`src/rtl/pi_uk_pkg.sv`:
```
// Shared constants and FSM state encodings for the pi_uk discrete PI controller.
package pi_uk_pkg;

    localparam int PI_N    = 18;
    localparam int PI_F    = 9;
    localparam int PI_MAXV = (32'sd1 <<< (PI_N - 1)) - 32'sd1;
    localparam int PI_MINV = -(32'sd1 <<< (PI_N - 1));

    typedef enum logic [2:0] {
        ST_IDLE  = 3'd0,
        ST_MULP  = 3'd1,
        ST_MULI  = 3'd2,
        ST_INTEG = 3'd3,
        ST_OUT   = 3'd4
    } pi_state_e;

endpackage

```
`src/rtl/pi_uk_fx_mul_sat.sv`:
```
// Combinational signed N x N multiply, floor shift by F, saturate back to N bits.
module fx_mul_sat
    import pi_uk_pkg::*;
#(
    parameter int N = PI_N,
    parameter int F = PI_F
) (
    input  logic signed [N-1:0] a,
    input  logic signed [N-1:0] b,
    output logic signed [N-1:0] y
);

    localparam logic signed [N-1:0] MAXV_L = {1'b0, {(N-1){1'b1}}};
    localparam logic signed [N-1:0] MINV_L = {1'b1, {(N-1){1'b0}}};

    logic signed [2*N-1:0] ext_a;
    logic signed [2*N-1:0] ext_b;
    logic signed [2*N-1:0] prod;
    logic signed [2*N-1:0] shifted;
    logic        [N:0]     hi;

    // Full-width product; the result fits in N bits only if the top N+1 bits agree.
    always_comb begin
        ext_a   = {{N{a[N-1]}}, a};
        ext_b   = {{N{b[N-1]}}, b};
        prod    = ext_a * ext_b;
        shifted = prod >>> F;
        hi      = shifted[2*N-1:N-1];
        if ((hi == {(N+1){1'b0}}) || (hi == {(N+1){1'b1}})) begin
            y = shifted[N-1:0];
        end else if (shifted[2*N-1]) begin
            y = MINV_L;
        end else begin
            y = MAXV_L;
        end
    end

endmodule

```
`src/rtl/pi_uk.sv`:
```
// Discrete PI controller: one shared saturating multiplier sequenced by a five-state FSM,
// with an anti-windup clamped integrator and a saturated output.
module pi_uk
    import pi_uk_pkg::*;
#(
    parameter int N = PI_N,
    parameter int F = PI_F
) (
    input  logic                clk,
    input  logic                rst_n,
    input  logic                sample_tick,
    input  logic                int_clr,
    input  logic signed [N-1:0] ek,
    input  logic signed [N-1:0] kp,
    input  logic signed [N-1:0] ki,
    output logic signed [N-1:0] uk,
    output logic                uk_valid,
    output logic                busy
);

    localparam logic signed [N-1:0] MAXV_L = {1'b0, {(N-1){1'b1}}};
    localparam logic signed [N-1:0] MINV_L = {1'b1, {(N-1){1'b0}}};
    localparam logic signed [N-1:0] ZERO_L = {N{1'b0}};

    // N+1-bit sum clamped to the N-bit range; overflow shows as the two top bits disagreeing.
    function automatic logic signed [N-1:0] sat_add(input logic signed [N-1:0] x,
                                                    input logic signed [N-1:0] z);
        logic signed [N:0] s;
        s = {x[N-1], x} + {z[N-1], z};
        if (s[N] == s[N-1]) begin
            sat_add = s[N-1:0];
        end else if (s[N]) begin
            sat_add = MINV_L;
        end else begin
            sat_add = MAXV_L;
        end
    endfunction

    pi_state_e state_q, state_d;

    logic signed [N-1:0] ek_q, ek_d;
    logic signed [N-1:0] kp_q, kp_d;
    logic signed [N-1:0] ki_q, ki_d;
    logic signed [N-1:0] p_q, p_d;
    logic signed [N-1:0] i_q, i_d;
    logic signed [N-1:0] integ_q, integ_d;
    logic signed [N-1:0] uk_q, uk_d;
    logic                uk_valid_q, uk_valid_d;
    logic                busy_q, busy_d;

    logic signed [N-1:0] mul_a;
    logic signed [N-1:0] mul_y;

    fx_mul_sat #(.N(N), .F(F)) u_mul (
        .a (mul_a),
        .b (ek_q),
        .y (mul_y)
    );

    // State register.
    always_ff @(posedge clk) begin
        if (!rst_n) begin
            state_q <= ST_IDLE;
        end else begin
            state_q <= state_d;
        end
    end

    // Next-state logic: a tick is only honoured in IDLE, then the sequence runs to OUT.
    always_comb begin
        state_d = ST_IDLE;
        case (state_q)
            ST_IDLE: begin
                if (sample_tick) begin
                    state_d = ST_MULP;
                end else begin
                    state_d = ST_IDLE;
                end
            end
            ST_MULP:  state_d = ST_MULI;
            ST_MULI:  state_d = ST_INTEG;
            ST_INTEG: state_d = ST_OUT;
            ST_OUT:   state_d = ST_IDLE;
            default:  state_d = ST_IDLE;
        endcase
    end

    // Shared multiplier operand select: ki in MULI, kp otherwise.
    always_comb begin
        case (state_q)
            ST_MULI: mul_a = ki_q;
            default: mul_a = kp_q;
        endcase
    end

    // Datapath and output next values; the IDLE clear precedes capture so a same-cycle tick sees integ = 0.
    always_comb begin
        ek_d       = ek_q;
        kp_d       = kp_q;
        ki_d       = ki_q;
        p_d        = p_q;
        i_d        = i_q;
        integ_d    = integ_q;
        uk_d       = uk_q;
        uk_valid_d = 1'b0;
        busy_d     = busy_q;
        case (state_q)
            ST_IDLE: begin
                if (int_clr) begin
                    integ_d = ZERO_L;
                end else begin
                    integ_d = integ_q;
                end
                if (sample_tick) begin
                    ek_d   = ek;
                    kp_d   = kp;
                    ki_d   = ki;
                    busy_d = 1'b1;
                end else begin
                    busy_d = 1'b0;
                end
            end
            ST_MULP:  p_d     = mul_y;
            ST_MULI:  i_d     = mul_y;
            ST_INTEG: integ_d = sat_add(integ_q, i_q);
            ST_OUT: begin
                uk_d       = sat_add(p_q, integ_q);
                uk_valid_d = 1'b1;
                busy_d     = 1'b0;
            end
            default: begin
                busy_d = 1'b0;
            end
        endcase
    end

    // Datapath and output registers.
    always_ff @(posedge clk) begin
        if (!rst_n) begin
            ek_q       <= ZERO_L;
            kp_q       <= ZERO_L;
            ki_q       <= ZERO_L;
            p_q        <= ZERO_L;
            i_q        <= ZERO_L;
            integ_q    <= ZERO_L;
            uk_q       <= ZERO_L;
            uk_valid_q <= 1'b0;
            busy_q     <= 1'b0;
        end else begin
            ek_q       <= ek_d;
            kp_q       <= kp_d;
            ki_q       <= ki_d;
            p_q        <= p_d;
            i_q        <= i_d;
            integ_q    <= integ_d;
            uk_q       <= uk_d;
            uk_valid_q <= uk_valid_d;
            busy_q     <= busy_d;
        end
    end

    assign uk       = uk_q;
    assign uk_valid = uk_valid_q;
    assign busy     = busy_q;

endmodule

```
`config.mk`:
```
export PLATFORM = sky130hd
export DESIGN_NAME = pi_uk
export DESIGN_NICKNAME = d
export VERILOG_FILES = /design/src/rtl/pi_uk_pkg.sv /design/src/rtl/pi_uk_fx_mul_sat.sv /design/src/rtl/pi_uk.sv
export SDC_FILE = /design/constraint.sdc
export NUM_CORES = 1
export LEC_CHECK = 0
export ABC_AREA = 0
export BUFFER_PORTS_ARGS = -buffer_cell sky130_fd_sc_hd__buf_2
export CORE_MARGIN = 3
export CORE_UTILIZATION = 57
export CTS_BUF_LIST = sky130_fd_sc_hd__clkbuf_4 sky130_fd_sc_hd__clkbuf_8 sky130_fd_sc_hd__clkbuf_16
export CTS_CLUSTER_DIAMETER = 80
export DETAILED_ROUTE_END_ITERATION = 8
export PLACE_DENSITY_LB_ADDON = 0.08
export SLEW_MARGIN = 20
export SYNTH_ARGS = -nofsm -noshare
export SYNTH_HDL_FRONTEND = slang
export SYNTH_SLANG_ARGS = --single-unit
```
`constraint.sdc`:
```
create_clock -name clk -period 10.8 [get_ports clk]
set_input_delay 0.54 -clock clk [delete_from_list [all_inputs] [get_ports clk]]
set_output_delay 0.54 -clock clk [all_outputs]
set_load 0.05 [all_outputs]
```
==> results.md <==
* Number of post-CTS setup repair buffers at 0
* Routed vias/inst at around 5.6
* Number of detailed-route iterations in the first pass at 5
* Largest cells by area after synthesis: sky130_fd_sc_hd__fa_1, sky130_fd_sc_hd__dfxtp_1, sky130_fd_sc_hd__ha_1
* Hold slack final at 0.3497 ns
* Distinct cell type count after synthesis at between 70 and 80
* Post-Layout Cell Count at 2656
* Arrival time reported for the critical path endpoint at roughly 10 ns
* Post-synth ARST share at 0
* Area share of the largest cell type after synthesis at 0.3509
* Fraction of the cycle the final worst path needs at 0.8930
* Min Tclk post-route at 9.645 ns
* Setup ws final at approximately 1.2 ns
* Via Count at around 15000
* Kind of critical path: reg2reg
* Clock buffer depth at 2
* Max_slew headroom at 0.2942
* Cell taking the most area after synthesis: sky130_fd_sc_hd__fa_1
* Outcome: completed
* Via count of the first global-routing pass at between 15000 and 20000
* Maximum net fanout on the critical path at 40
* Layout-stage area growth over the synthesis result at 7.150%
* Class of the worst hold path: in2reg
* Net count after synthesis at 2706
* CTS resizes at 0
* Antenna diodes at 0
* Final setup skew at between 0.01 and 0.015 ns
* R2R depth at 27
* Final setup vio count at 0
* Total count of max-transition violations in the final report at 0
* Overall track demand over capacity in global routing at 0.2922
* Number of standard-cell rows in the floorplan at 65
* Most used cells in the layout excluding fill and tap cells: sky130_fd_sc_hd__nand2_1, sky130_fd_sc_hd__inv_1, sky130_fd_sc_hd__fa_1, sky130_fd_sc_hd__and2_1
* Final WL at a little under 50000 um
* Mapped Area at between 15000 and 20000 um2
* Average size of a mapped cell at 8.582 um2
* Placeable Area at around 32000 um2
* Maxcap violations at 0
* Number of clock sinks at about 130
* Clock-pin slew of the registers on the worst-case setup and hold paths at about 0.06 ns
* Worst-skew pair later-pin latency at around 0.42 ns
* Delay-heaviest family, CP: adder cells
* Number of remaining DRC errors at 0
* Element type at the critical path start: register
* RD Place Congestion at 0.8791
* CTS Hold Bufs at 0
* Final-report hold violation count at 0
* Register bit count reported by yosys at 131
* Worst Path Required at ~11 ns
* Crit path capture type: register
* Starting utilization of the core area at 0.5876
* Post-DRT Antenna Nets at 0
* Unrepaired setup endpoints after global routing: false
* Transition time at the pin with the least slew margin at between 1 and 1.5 ns
* Wire length of the first global-routing pass at 82290 um
* Fmax at 0.1037 GHz
* Grt total ovfl at 0
* Fraction of the yosys area taken by sequential cells at 0.1393
* Count of filler cells inserted in the layout at between 2000 and 3000
* CTS tree: built
* Slowest stage delay, CP at roughly 0.80 ns
* Worst setup slack before clock tree synthesis at between 1 and 1.5 ns
* Largest net degree at the start of global routing at 82
* Primary FF master, synth: sky130_fd_sc_hd__dfxtp_1
* Buffers plus inverters on the worst setup path at 6
* Worst hold path cell count at 3
* Synthesized instance count at between 2000 and 2500
* Share of post-route cells with drive strength above 1 at 0.07159
* Average detailed-routed wire length per instance at 18.69 um
* Antenna violations before repair at 0
* Total I/O pin count at between 70 and 80
* Die area at roughly 35000 um2
* Worst path depth at 27
* Cell seen most often among critical-path stages: sky130_fd_sc_hd__inv_1
* Worst voltage drop across the vdd grid at 0.0001055 V
* Number of H-tree levels at 4
* Total Negative Setup Slacks at 0 ns
* Synth warn at 0
* Placed Instances at approximately 2600
* DR iter-0 viols at approximately 1100
* Post-DP HPWL at 38980 um
* Fin nets at roughly 2700
* Most common cell after layout, fill and taps aside: sky130_fd_sc_hd__nand2_1
* Crit-path slowest cell: sky130_fd_sc_hd__nor4_4
* Die H at 187.7 um
* Port buffer count at 77
* Number of buffers added by the clock tree synthesis step at 17
* Power per cell area at approximately 110 nW/um2
* Leak pwr at between 9 and 10 nW
* Buffer type at the clock tree root: sky130_fd_sc_hd__clkbuf_16
* Die boundary width at around 190 um
* EDFF count, synth at 0
## registers in the layout, indices dropped and copies added, names as in the netlist
signal    cells
state_q       3
p_q          18
kp_q         18
busy          1
i_q          18
ek_q         18
uk           18
uk_valid      1
ki_q         18
integ_q      18
## power breakdown
part | switching [W] | internal, W | leakage, nW | total [W]
Sequential | 0.0000585 | 0.000531 | 1.07 | 0.000589
Clock | 0.000232 | 0.000398 | 0.303 | 0.000630
Combinational | 0.000638 | 0.000363 | 8.56 | 0.00100
## layout make-up
cell class                 instances  area (um2)  share of cell area
sequential                       131        2623              0.1300
clock buffer                      20       454.2             0.02251
timing repair buffer              99       550.5             0.02729
tap                              435       544.3             0.02698
inverter                         375        1408             0.06977
clock inverter                    12       178.9            0.008869
multi-input combinational       1584       14420              0.7146
## worst paths after layout
check                                           start                   end  slack (ns)
worst min register to register   ki_q[5]$_SDFFE_PN0P_  ki_q[5]$_SDFFE_PN0P_        0.46
worst max-delay path            state_q[1]$_SDFF_PN0_  i_q[12]$_SDFFE_PN0P_        1.16
worst min-delay path                            ki[2]  ki_q[2]$_SDFFE_PN0P_        0.35
worst max register to register  state_q[1]$_SDFF_PN0_  i_q[12]$_SDFFE_PN0P_        1.16
## metal layers
layer	share of wire	wire length [um]	vias to the layer above	global-route usage
li1	-	-	6896	-
met4	0.026	1303	0	0.07734
met3	0.074	3694	85	0.05085
met5	0	0	-	0
met2	0.47	23100	505	0.4860
met1	0.43	21550	7429	0.3987
## cells by family after synthesis
family,Yosys count,synth area share
AO/OA/AOI/OAI,337,0.1138
XOR/XNOR,65,0.03024
adder cells (fa/ha/maj),467,0.4402
buffers and inverters,479,0.09623
flip-flops,131,0.1393
multiplexers,1,0.0005317
AND/OR/NAND/NOR,714,0.1797
## cells in the mapped netlist, types with 7 or more instances
cell                       instances
sky130_fd_sc_hd__a211oi_1         11
sky130_fd_sc_hd__nand2_1         393
sky130_fd_sc_hd__nand2b_1         12
sky130_fd_sc_hd__xor2_1           27
sky130_fd_sc_hd__inv_1           374
sky130_fd_sc_hd__clkbuf_1         92
sky130_fd_sc_hd__dfxtp_1         131
sky130_fd_sc_hd__a311oi_1         11
sky130_fd_sc_hd__or2_2             8
sky130_fd_sc_hd__nor2_1           53
sky130_fd_sc_hd__nand4_1           9
sky130_fd_sc_hd__o211ai_1         19
sky130_fd_sc_hd__or3_1             8
sky130_fd_sc_hd__and2_1          154
sky130_fd_sc_hd__nor2b_1          18
sky130_fd_sc_hd__ha_1            124
sky130_fd_sc_hd__maj3_1           13
sky130_fd_sc_hd__xnor2_1          38
sky130_fd_sc_hd__a21o_1           31
sky130_fd_sc_hd__a31oi_1          20
sky130_fd_sc_hd__o21a_1            7
sky130_fd_sc_hd__buf_1             8
sky130_fd_sc_hd__o21ai_0          52
sky130_fd_sc_hd__a21oi_1         131
sky130_fd_sc_hd__nand3_1          18
sky130_fd_sc_hd__o31ai_1           7
sky130_fd_sc_hd__nor3_1           15
sky130_fd_sc_hd__fa_1            330
## per-stage QoR
stage | area, um2 | power [W] | util
2_1_floorplan | 18830 | 0.001300 | -
3_3_place_gp | 19540 | 0.001571 | 0.6097
6_report | 20170 | 0.002221 | 0.6296
3_5_place_dp | 19540 | 0.001591 | 0.6097
4_1_cts | 20170 | 0.002221 | 0.6295
5_1_grt | 20170 | 0.002372 | 0.6296
## tightest hold or removal path, delay by kind of cell
kind / cells / cell delay, ns
and+or+nand+nor: 1 / 0.04
buffers and inverters: 1 / 0.09
AOI/OAI and AO/OA: 1 / 0.05
Note: power is estimated with default switching activity, not from simulation.
